**config.mk**
```make
export PLATFORM = sky130hd
export DESIGN_NAME = led_pwm_ctrl
export DESIGN_NICKNAME = d
export VERILOG_FILES = /design/src/rtl/led_ctrl_pkg.sv /design/src/rtl/led_pwm_timebase.sv /design/src/rtl/led_pwm_ctrl.sv
export SDC_FILE = /design/constraint.sdc
export NUM_CORES = 1
export LEC_CHECK = 0
export ABC_AREA = 1
export BUFFER_PORTS_ARGS = -buffer_cell sky130_fd_sc_hd__buf_2
export CAP_MARGIN = 10
export CORE_MARGIN = 10
export CORE_UTILIZATION = 30
export CTS_CLUSTER_DIAMETER = 200
export CTS_CLUSTER_SIZE = 20
export DETAILED_ROUTE_END_ITERATION = 12
export SLEW_MARGIN = 5
export SYNTH_ARGS = -nofsm -noshare
export SYNTH_HDL_FRONTEND = slang
export SYNTH_SLANG_ARGS = --single-unit
```
**constraint.sdc**
```tcl
create_clock -name clk -period 2.05 [get_ports clk]
set_input_delay 0.205 -clock clk [delete_from_list [all_inputs] [get_ports clk]]
set_output_delay 0.205 -clock clk [all_outputs]
set_load 0.01 [all_outputs]
```
**src/rtl/led_ctrl_pkg.sv**
```systemverilog
// Shared types for the LED output controller: channel mode encoding and the
// mode every channel takes out of reset.
package led_ctrl_pkg;

    typedef enum logic [1:0] {
        LED_OFF    = 2'd0,
        LED_DIRECT = 2'd1,
        LED_PWM    = 2'd2,
        LED_BLINK  = 2'd3
    } led_mode_e;

    localparam led_mode_e LED_MODE_RST = LED_DIRECT;

endpackage

```
**src/rtl/led_pwm_timebase.sv**
```systemverilog
// Shared PWM timebase: prescaler, PWM counter and (with LED_PWM_CTRL_BLINK_EN)
// the blink divider that toggles blink_phase every BLINK_DIV PWM periods.
module led_pwm_timebase #(
    parameter int PWM_BITS  = 8,
    parameter int PRESCALE  = 1024,
    parameter int BLINK_DIV = 64
) (
    input  logic                clk,
    input  logic                rst_n,
    output logic                tick,
    output logic                period_end,
    output logic [PWM_BITS-1:0] pwm_cnt,
    output logic                blink_phase
);

    localparam int              PS_W   = (PRESCALE > 1) ? $clog2(PRESCALE) : 1;
    localparam logic [PS_W-1:0] PS_MAX = PS_W'(PRESCALE - 1);

    logic [PS_W-1:0]     presc_reg;
    logic [PWM_BITS-1:0] pwm_cnt_reg;

    // With PRESCALE=1 the prescaler is stuck at 0 and tick is permanently high
    assign tick       = (presc_reg == PS_MAX);
    assign period_end = tick && (pwm_cnt_reg == '1);
    assign pwm_cnt    = pwm_cnt_reg;

    always_ff @(posedge clk or negedge rst_n) begin
        if (!rst_n) begin
            presc_reg   <= '0;
            pwm_cnt_reg <= '0;
        end else begin
            presc_reg <= tick ? '0 : presc_reg + 1'b1;
            if (tick)
                pwm_cnt_reg <= pwm_cnt_reg + 1'b1;
        end
    end

`ifdef LED_PWM_CTRL_BLINK_EN
    localparam int              BL_W   = (BLINK_DIV > 1) ? $clog2(BLINK_DIV) : 1;
    localparam logic [BL_W-1:0] BL_MAX = BL_W'(BLINK_DIV - 1);

    logic [BL_W-1:0] blink_cnt_reg;
    logic            blink_phase_reg;

    always_ff @(posedge clk or negedge rst_n) begin
        if (!rst_n) begin
            blink_cnt_reg   <= '0;
            blink_phase_reg <= 1'b0;
        end else if (period_end) begin
            if (blink_cnt_reg == BL_MAX) begin
                blink_cnt_reg   <= '0;
                blink_phase_reg <= ~blink_phase_reg;
            end else begin
                blink_cnt_reg <= blink_cnt_reg + 1'b1;
            end
        end
    end

    assign blink_phase = blink_phase_reg;
`else
    localparam int BLINK_DIV_UNUSED = BLINK_DIV;
    assign blink_phase = 1'b0;
`endif

endmodule

```
**src/rtl/led_pwm_ctrl.sv**
```systemverilog
// Multi-channel LED controller (OFF/DIRECT/PWM/BLINK) with a single-slot config
// port committed at PWM period boundaries. BLINK needs LED_PWM_CTRL_BLINK_EN.
module led_pwm_ctrl
    import led_ctrl_pkg::*;
#(
    parameter  int NUM_LEDS  = 8,
    parameter  int PWM_BITS  = 8,
    parameter  int PRESCALE  = 1024,
    parameter  int BLINK_DIV = 64,
    localparam int CHAN_W    = (NUM_LEDS > 1) ? $clog2(NUM_LEDS) : 1
) (
    input  logic                clk,
    input  logic                rst_n,
    input  logic [NUM_LEDS-1:0] count,
    input  logic                cfg_valid,
    output logic                cfg_ready,
    input  logic [CHAN_W-1:0]   cfg_chan,
    input  logic [1:0]          cfg_mode,
    input  logic [PWM_BITS-1:0] cfg_duty,
    output logic [NUM_LEDS-1:0] leds
);

    logic                tick;
    logic                period_end;
    logic [PWM_BITS-1:0] pwm_cnt;
    logic                blink_phase;
    logic                timebase_unused;

    led_pwm_timebase #(
        .PWM_BITS  (PWM_BITS),
        .PRESCALE  (PRESCALE),
        .BLINK_DIV (BLINK_DIV)
    ) u_timebase (
        .clk         (clk),
        .rst_n       (rst_n),
        .tick        (tick),
        .period_end  (period_end),
        .pwm_cnt     (pwm_cnt),
        .blink_phase (blink_phase)
    );

    assign timebase_unused = tick ^ blink_phase;

    logic                pend_reg;
    logic [CHAN_W-1:0]   pend_chan_reg;
    led_mode_e           pend_mode_reg;
    logic [PWM_BITS-1:0] pend_duty_reg;
    logic                commit;

    assign cfg_ready = ~pend_reg;
    assign commit    = pend_reg && period_end;

    always_ff @(posedge clk or negedge rst_n) begin
        if (!rst_n) begin
            pend_reg      <= 1'b0;
            pend_chan_reg <= '0;
            pend_mode_reg <= LED_MODE_RST;
            pend_duty_reg <= '0;
        end else if (cfg_valid && cfg_ready) begin
            pend_reg      <= 1'b1;
            pend_chan_reg <= cfg_chan;
            pend_mode_reg <= led_mode_e'(cfg_mode);
            pend_duty_reg <= cfg_duty;
        end else if (commit) begin
            pend_reg <= 1'b0;
        end
    end

    led_mode_e           mode_reg [NUM_LEDS];
    logic [PWM_BITS-1:0] duty_reg [NUM_LEDS];
    logic [NUM_LEDS-1:0] leds_reg;

    assign leds = leds_reg;

    // A pending channel number >= NUM_LEDS matches no channel, so its commit is dropped
    for (genvar gi = 0; gi < NUM_LEDS; gi++) begin : g_chan
        logic pwm_on;
        logic led_d;

        always_ff @(posedge clk or negedge rst_n) begin
            if (!rst_n) begin
                mode_reg[gi] <= LED_MODE_RST;
                duty_reg[gi] <= '0;
            end else if (commit && (pend_chan_reg == CHAN_W'(gi))) begin
                mode_reg[gi] <= pend_mode_reg;
                duty_reg[gi] <= pend_duty_reg;
            end
        end

        assign pwm_on = (pwm_cnt < duty_reg[gi]);

        always_comb begin
            led_d = 1'b0;
            case (mode_reg[gi])
                LED_DIRECT: led_d = count[gi];
                LED_PWM:    led_d = pwm_on;
`ifdef LED_PWM_CTRL_BLINK_EN
                LED_BLINK:  led_d = pwm_on & blink_phase;
`endif
                default:    led_d = 1'b0;
            endcase
        end

        always_ff @(posedge clk or negedge rst_n) begin
            if (!rst_n)
                leds_reg[gi] <= 1'b0;
            else
                leds_reg[gi] <= led_d;
        end
    end

endmodule

```
==> results of run 1 <==
-- logic make-up after synthesis --
group / after synthesis / share of synthesized area (%)
simple gates: 428 / 28.86
fa+ha+maj: 74 / 13.36
xor+xnor: 9 / 1.137
buf+inv: 147 / 8.574
mux: 10 / 1.625
compound gates: 40 / 2.960
flops: 120 / 43.48
-- cell usage in the layout (no fill, tap or decap), types with 10 or more instances in the layout --
cell	count
sky130_fd_sc_hd__a21oi_1	33
sky130_fd_sc_hd__buf_2	31
sky130_fd_sc_hd__buf_4	19
sky130_fd_sc_hd__clkbuf_16	17
sky130_fd_sc_hd__dfrtp_1	111
sky130_fd_sc_hd__ha_1	74
sky130_fd_sc_hd__inv_1	110
sky130_fd_sc_hd__inv_6	10
sky130_fd_sc_hd__mux2_2	10
sky130_fd_sc_hd__nand2_1	280
sky130_fd_sc_hd__nand4_1	83
sky130_fd_sc_hd__nor2_1	31
sky130_fd_sc_hd__nor3_1	11
-- path summary, 6_finish.rpt --
kind	endpoint	start
worst max register to register	duty_reg[36]	u_timebase.presc_reg[0]
min in group asynchronous	leds[3]	rst_n
max in group asynchronous	mode_reg[0]	rst_n
worst max-delay path	duty_reg[36]	u_timebase.presc_reg[0]
worst min-delay path	pend_duty_reg[3]	cfg_duty[3]
worst min register to register	duty_reg[57]	duty_reg[57]
-- per-layer routing --
metal	track usage, %	wire [um]	vias up	part of all wire [%]
met2	19.12	7787	114	46
li1	-	-	2796	-
met3	2.576	1115	21	6.6
met5	0	0	-	0
met1	16.16	7733	2508	46
met4	4.198	320	0	1.9
-- power groups by stage --
| stage | logic (mW) | clock network [mW] | registers [mW] |
|---|---|---|---|
| final | 0.0908 | 2.84 | 2.37 |
| after global routing | 0.106 | 3.01 | 2.37 |
| after CTS | 0.0961 | 2.89 | 2.37 |
| after detailed placement | 0.0848 | 0 | 2.41 |
| after global placement | 0.0841 | 0 | 2.41 |
| after floorplan | 0.000291 | 0 | 2.41 |
-- final cells by class --
cell class | instances | area [um2] | share of cell area, %
Clock buffer | 17 | 425.4 | 5.220
Clock inverter | 15 | 128.9 | 1.581
Inverter | 111 | 416.7 | 5.112
Multi-Input combinational cell | 561 | 3331 | 40.87
Sequential cell | 120 | 3014 | 36.98
Tap cell | 285 | 356.6 | 4.375
Timing Repair Buffer | 63 | 478.0 | 5.864
-- worst max-delay path, delay by kind of cell, from the launching register on --
| kind | cells | cell delay (ns) |
|---|---|---|
| AND/OR/NAND/NOR | 7 | 1.12 |
| adder cells (fa/ha/maj) | 1 | 0.21 |
| flip-flops | 1 | 0.41 |
==> metrics.yaml, run 1 <==
buffer_ports.inserted: 32
via_per_inst: 4.641
area_growth_pct: 17.58
synth-seq-cells: 120
top_post_synthesis_cells_by_count: "280 x sky130_fd_sc_hd__nand2_1, 111 x sky130_fd_sc_hd__dfrtp_1, 110 x sky130_fd_sc_hd__inv_1"
worst_slack_ns: 0.1804
netlist.top_cell.by_area: "sky130_fd_sc_hd__dfrtp_1"
timing_worst_slew_pin_value_ns: 0.6290
hold_path.class: "in -> reg"
fmax_mhz: 534.9
route.detailed.drc: 0
switchingPower_mw: 1.306
detailed_place_hpwl_mm: 10.93
clock_power_share_pct: 53.5
grt_use_total_pct: 12.16
drt-pass1-iter-count: 5
cts_setup_buffers: 0
ctsHoldBuffers: 8
asyncSetResetFlopFracSynth_pct: 100.0
post-synth-top-area-fraction_pct: 40.07
die_area_um2: 29590
setup_repair_after_global_routing_missed_its_margin: "no"
timing.max_cap.violations: 0
pin_count_of_the_biggest_net_entering_global_routing: 81
finalHoldWorstSlack_ns: 0.01301
synth.top_cells.by_area: "sky130_fd_sc_hd__dfrtp_1 40%, sky130_fd_sc_hd__nand2_1 15%, sky130_fd_sc_hd__ha_1 13%"
synth_enable_flop_cells: 0
cp.required_ns: 2.36
fin_crit_sh_pct: 91.20
root_buffer: "sky130_fd_sc_hd__clkbuf_16"
worst_setup_hold_path_clk_slew_ns: 0.06
post_drt_wl_per_cell_um: 14.47
tritoncts.num_buffers: 17
htree_levels: 4
floorplan.core_area_um2: 22710
swShare_pct: 24.66
worst_setup_path_start_kind: "register"
worst-r2r-setup-slack_ns: 0.18
crit_path_cell_trace: "ha_1 > nand2_1 > nor2_4 > nand3_4 > nor2_8 > nand3_4 > nand2_1 > nand2_1"
postRouteWirelength_mm: 16.96
status: "completed"
finalSetupViolCount: 0
final_max_slew_viol_count: 0
cts_max_path_buffers: 2
crit_path_top_delay_cell: "sky130_fd_sc_hd__dfrtp_1"
p_int_mw: 3.990
final-instance-count-excl-fill: 1172
finalSetupTns_ns: 0
vias: 5439
cp_max_fo: 10
report.final.hold_viol_count: 0
nFillCells: 2343
worst_skew_pair_later_pin_latency_ns: 0.43
p_leak_nw: 4.176
globalplace.congestion: 0.7705
placed_cells_incl_taps: 1132
io_pins: 33
criticalPathCategory: "reg -> reg"
placement.cell_area_um2: 7516
seq_pwr_share_pct: 44.7
worst_path_most_repeated_cell: "sky130_fd_sc_hd__nand2_1"
post-layout-total-power_mw: 5.296
total_of_warnings_raised_by_yosys: 0
critical_path_arrival_ns: 2.18
worst_r2r_path_depth: 8
floorplan.initialDensity_pct: 30.52
drt.antenna.violating_nets: 0
synth_ff_type: "sky130_fd_sc_hd__dfrtp_1"
slew_headroom_pct: 58.07
fraction_of_final_layout_cells_with_drive_strength_greater_than_1_pct: 13.64
fin_area_um2: 8150
ys_seq_area_share_pct: 43.48
yosysMostFrequentCell: "sky130_fd_sc_hd__nand2_1"
nature_of_the_critical_path_endpoint: "register"
timing.clock.skew_ns: 0.008119
detailed_route_iter0_violations: 294
chipWidth_um: 172.0
final.min_clock_period_ns: 1.870
fin_nets: 972
pwr_density_cell_nw_per_um2: 649.8
max_ffs_per_register: 64
yosysUniqueCellTypes: 26
place_worst_setup_slack_ns: 0.1754
clkSinkCount: 120
grt-ovfl-total: 0
n_antenna_cell: 0
hold_path_depth: 2
layout.core_utilization_pct: 35.89
synth_fp_nets: 926
std_cell_rows: 55
gates_resized_cts_repair: 0
syn_avg_cell_area_um2: 8.372
fp.dieH_um: 172.0
pwr-share-comb_pct: 1.7
first_global_vias: 5302
antenna_found_initial: 0
worst_stage_delay_on_the_critical_path_ns: 0.41
post_synthesis_instance_total: 828
post_synth_instance_area_um2: 6932
cts_tree: "done"
grt_pass1_wl_mm: 28.12
maximum_vdd_drop_mv: 0.6009
Note: power is estimated with default switching activity, not from simulation.
==> inputs of run 2 (changes only) <==
- ABC_AREA: 1 -> default
==> metrics.yaml, run 2 <==
status: "completed"
nature_of_the_critical_path_endpoint: "register"
fraction_of_final_layout_cells_with_drive_strength_greater_than_1_pct: 33.54  # +20 points
postRouteWirelength_mm: 14.17  # -16%
synth.top_cells.by_area: "sky130_fd_sc_hd__dfrtp_1 43%, sky130_fd_sc_hd__mux2_2 15%, sky130_fd_sc_hd__ha_1 14%"
die_area_um2: 27730  # -6.3%
globalplace.congestion: 0.7530  # -2.3%
fin_crit_sh_pct: 99.37  # +8.2 points
worst_setup_hold_path_clk_slew_ns: 0.05  # about the same
critical_path_arrival_ns: 2.34  # +0.16 ns
multiInputGateArea_um2: 3094  # -7.1%
worst_hold_path.endpoint: "pend_chan_reg[1]"
grt_use_total_pct: 10.55  # -1.6 points
route.detailed.drc: 0  # unchanged
netlist.top_cell.by_area: "sky130_fd_sc_hd__dfrtp_1"
post-synth-top-area-fraction_pct: 43.12  # +3.1 points
synth_fp_nets: 641  # -31%
timing_worst_slew_pin_value_ns: 0.5134  # -0.1157 ns
floorplan.initialDensity_pct: 30.54  # about the same
regToRegStartpoint: "u_timebase.presc_reg[1]"
timing.max_cap.violations: 0  # unchanged
vias: 4197  # -23%
grt_pass1_wl_mm: 23.31  # -17%
nFillCells: 2074  # -11%
yosysMostFrequentCell: "sky130_fd_sc_hd__dfrtp_1"
floorplan.core_area_um2: 21090  # -7.1%
final_max_slew_viol_count: 0  # unchanged
criticalPathCategory: "reg -> reg"
tritoncts.num_buffers: 17  # unchanged
top_post_synthesis_cells_by_count: "111 x sky130_fd_sc_hd__dfrtp_1, 84 x sky130_fd_sc_hd__inv_1, 83 x sky130_fd_sc_hd__mux2_2"
mostFrequentLayoutCell: "sky130_fd_sc_hd__dfrtp_1"
area_growth_pct: 24.28
n_antenna_cell: 0  # unchanged
cp_buf_inv_count: 0  # unchanged
std_cell_rows: 53  # -3.6%
fp.dieH_um: 166.5  # -3.2%
finalHoldWorstSlack_ns: 0.02368  # +0.01067 ns
worst_slack_ns: 0.01290  # -0.1675 ns
pwr_density_cell_nw_per_um2: 741.6  # +14%
slew_headroom_pct: 65.78  # +7.7 points
total_of_warnings_raised_by_yosys: 0  # unchanged
detailed_route_iter0_violations: 180  # -39%
hold_path_depth: 2  # unchanged
htree_levels: 4  # unchanged
fin_nets: 726  # -25%
ys_seq_area_share_pct: 46.79  # +3.3 points
max_ffs_per_register: 64  # unchanged
yosysUniqueCellTypes: 39  # +50%
post_synthesis_instance_total: 543  # -34%
placement.cell_area_um2: 7251  # -3.5%
maximum_vdd_drop_mv: 0.5878  # -2.2%
fin_area_um2: 8005  # -1.8%
hold_start: "cfg_chan[1]"
report.final.hold_viol_count: 0  # unchanged
top_library_cells_by_usage_in_the_layout_fill_and_taps_aside: "110 x sky130_fd_sc_hd__dfrtp_1, 84 x sky130_fd_sc_hd__inv_1, 83 x sky130_fd_sc_hd__mux2_2"
detailed_place_hpwl_mm: 9.726  # -11%
grt-ovfl-total: 0  # unchanged
timing.clock.skew_ns: 0.005019  # -0.003100 ns
pin_count_of_the_biggest_net_entering_global_routing: 63  # -22%
synth_ff_type: "sky130_fd_sc_hd__dfrtp_1"
setup_repair_after_global_routing_missed_its_margin: "yes"
worst_setup_path_start_kind: "register"
synth_enable_flop_cells: 0  # unchanged
worst_stage_delay_on_the_critical_path_ns: 0.62  # +0.21 ns
cp_max_fo: 10  # unchanged
drt-pass1-iter-count: 4  # -1
cts_tree: "done"
post-layout-total-power_mw: 5.937  # +12%
io_pins: 33  # unchanged
first_global_vias: 4399  # -17%
chipWidth_um: 166.5  # -3.2%
buffer_ports.inserted: 32  # unchanged
fmax_mhz: 490.9  # -8.2%
timing.rr.end: "duty_reg[4]"
area.sequential_um2: 3015  # about the same
p_leak_nw: 3.822  # -8.5%
post_drt_wl_per_cell_um: 15.47  # +6.9%
cts_max_path_buffers: 2  # unchanged
drt.antenna.violating_nets: 0  # unchanged
root_buffer: "sky130_fd_sc_hd__clkbuf_16"
post_synth_instance_area_um2: 6441  # -7.1%
finalSetupViolCount: 0  # unchanged
clkSinkCount: 120  # unchanged
hold_path.class: "in -> reg"
place_worst_setup_slack_ns: -0.01361  # -0.1891 ns
synth-seq-cells: 120  # unchanged
syn_avg_cell_area_um2: 11.86  # +42%
worst_r2r_path_depth: 5  # -3
worst_skew_pair_later_pin_latency_ns: 0.41  # -0.02 ns
via_per_inst: 4.582  # -1.3%
worst-r2r-setup-slack_ns: 0.01  # -0.17 ns
crit_path_cell_trace: "ha_4 > nand2_4 > or3_4 > or4_4 > mux2_4"
final.min_clock_period_ns: 2.037  # +0.1675 ns
crit_path_top_delay_cell: "sky130_fd_sc_hd__or4_4"
cp.required_ns: 2.35  # about the same
critical-path-top-delay-family: "simple AND/OR/NAND/NOR gates"
asyncSetResetFlopFracSynth_pct: 100.0  # unchanged
antenna_found_initial: 0  # unchanged
==> run 2: cell types whose count changed after synthesis, moves of 9 or more <==
cell and change:
sky130_fd_sc_hd__nand2_1 -265, sky130_fd_sc_hd__mux2_2 +73, sky130_fd_sc_hd__nand4_1 -72, sky130_fd_sc_hd__inv_1 -26, sky130_fd_sc_hd__nor2_1 -22, sky130_fd_sc_hd__a21oi_1 -18
sky130_fd_sc_hd__clkbuf_1 -14, sky130_fd_sc_hd__mux2_4 +10, sky130_fd_sc_hd__nand3_4 -9, sky130_fd_sc_hd__nor2b_1 +9
==> run 2: kinds of logic after synthesis <==
kind of cell / after synthesis / share of synthesized area [%]
compound gates: 61 / 6.449
xor+xnor: 14 / 1.904
fa+ha+maj: 74 / 14.37
buf+inv: 94 / 5.691
flops: 120 / 46.79
mux: 93 / 16.84
simple gates: 87 / 7.945
==> run 2: per-stage QoR <==
| step | setup TNS (ns) | util, % | instances |
|---|---|---|---|
| 4_1_cts | 0 | 37.83 | 914 |
| 2_1_floorplan | -0.1907 | - | 543 |
| 6_report | 0 | 37.96 | 916 |
| 3_5_place_dp | -0.04749 | 34.38 | 876 |
| 5_1_grt | -0.09236 | 37.96 | 916 |
| 3_3_place_gp | -0.2881 | 34.38 | 876 |
==> run 2: power breakdown <==
part	switching (mW)	internal, mW
Combinational	0.0735	0.0562
Clock	1.03	2.26
Sequential	0.110	2.40
==> run 2: layout make-up <==
type,count,area share (%)
tap,275,4.298
multi-input combinational,329,38.65
timing repair buffer,76,7.174
clock buffer,26,6.611
clock inverter,6,1.657
sequential,120,37.67
inverter,84,3.939
==> run 2: how the worst max path moves through the flow <==
stage | cells after the start | from | slack, ns | end
CTS | 5 | u_timebase.presc_reg[1] | 0.01 | duty_reg[4]
detailed placement | 8 | u_timebase.presc_reg[1] | -0.01 | duty_reg[52]
global route | 5 | u_timebase.presc_reg[1] | -0.01 | duty_reg[6]
finish | 5 | u_timebase.presc_reg[1] | 0.01 | duty_reg[4]
global placement | 8 | u_timebase.presc_reg[1] | -0.02 | duty_reg[54]
floorplan | 6 | u_timebase.presc_reg[0] | -0.02 | duty_reg[0]
==> run 2: worst register-to-register path, cell delays in order, from the launching register on <==
cell	delay, ns
sky130_fd_sc_hd__dfrtp_1	0.39
sky130_fd_sc_hd__ha_4	0.17
sky130_fd_sc_hd__nand2_4	0.04
sky130_fd_sc_hd__or3_4	0.36
sky130_fd_sc_hd__or4_4	0.62
sky130_fd_sc_hd__mux2_4	0.34
==> run 2: metal layers <==
metal	routed length [um]	vias up	track usage, %
met5	0	-	0
met4	140	0	3.436
met3	439	14	2.612
met2	6675	50	16.91
met1	6918	2075	13.60
li1	-	2058	-
==> run 2: timing repair <==
item                                    4_1_cts  5_1_grt
endpoints found under the setup margin       36       42
buffers inserted                              0        2
hold buffers                                  6        0
endpoints found under the hold margin        29        0
pin swaps                                     1        1
resized for setup                             1        5
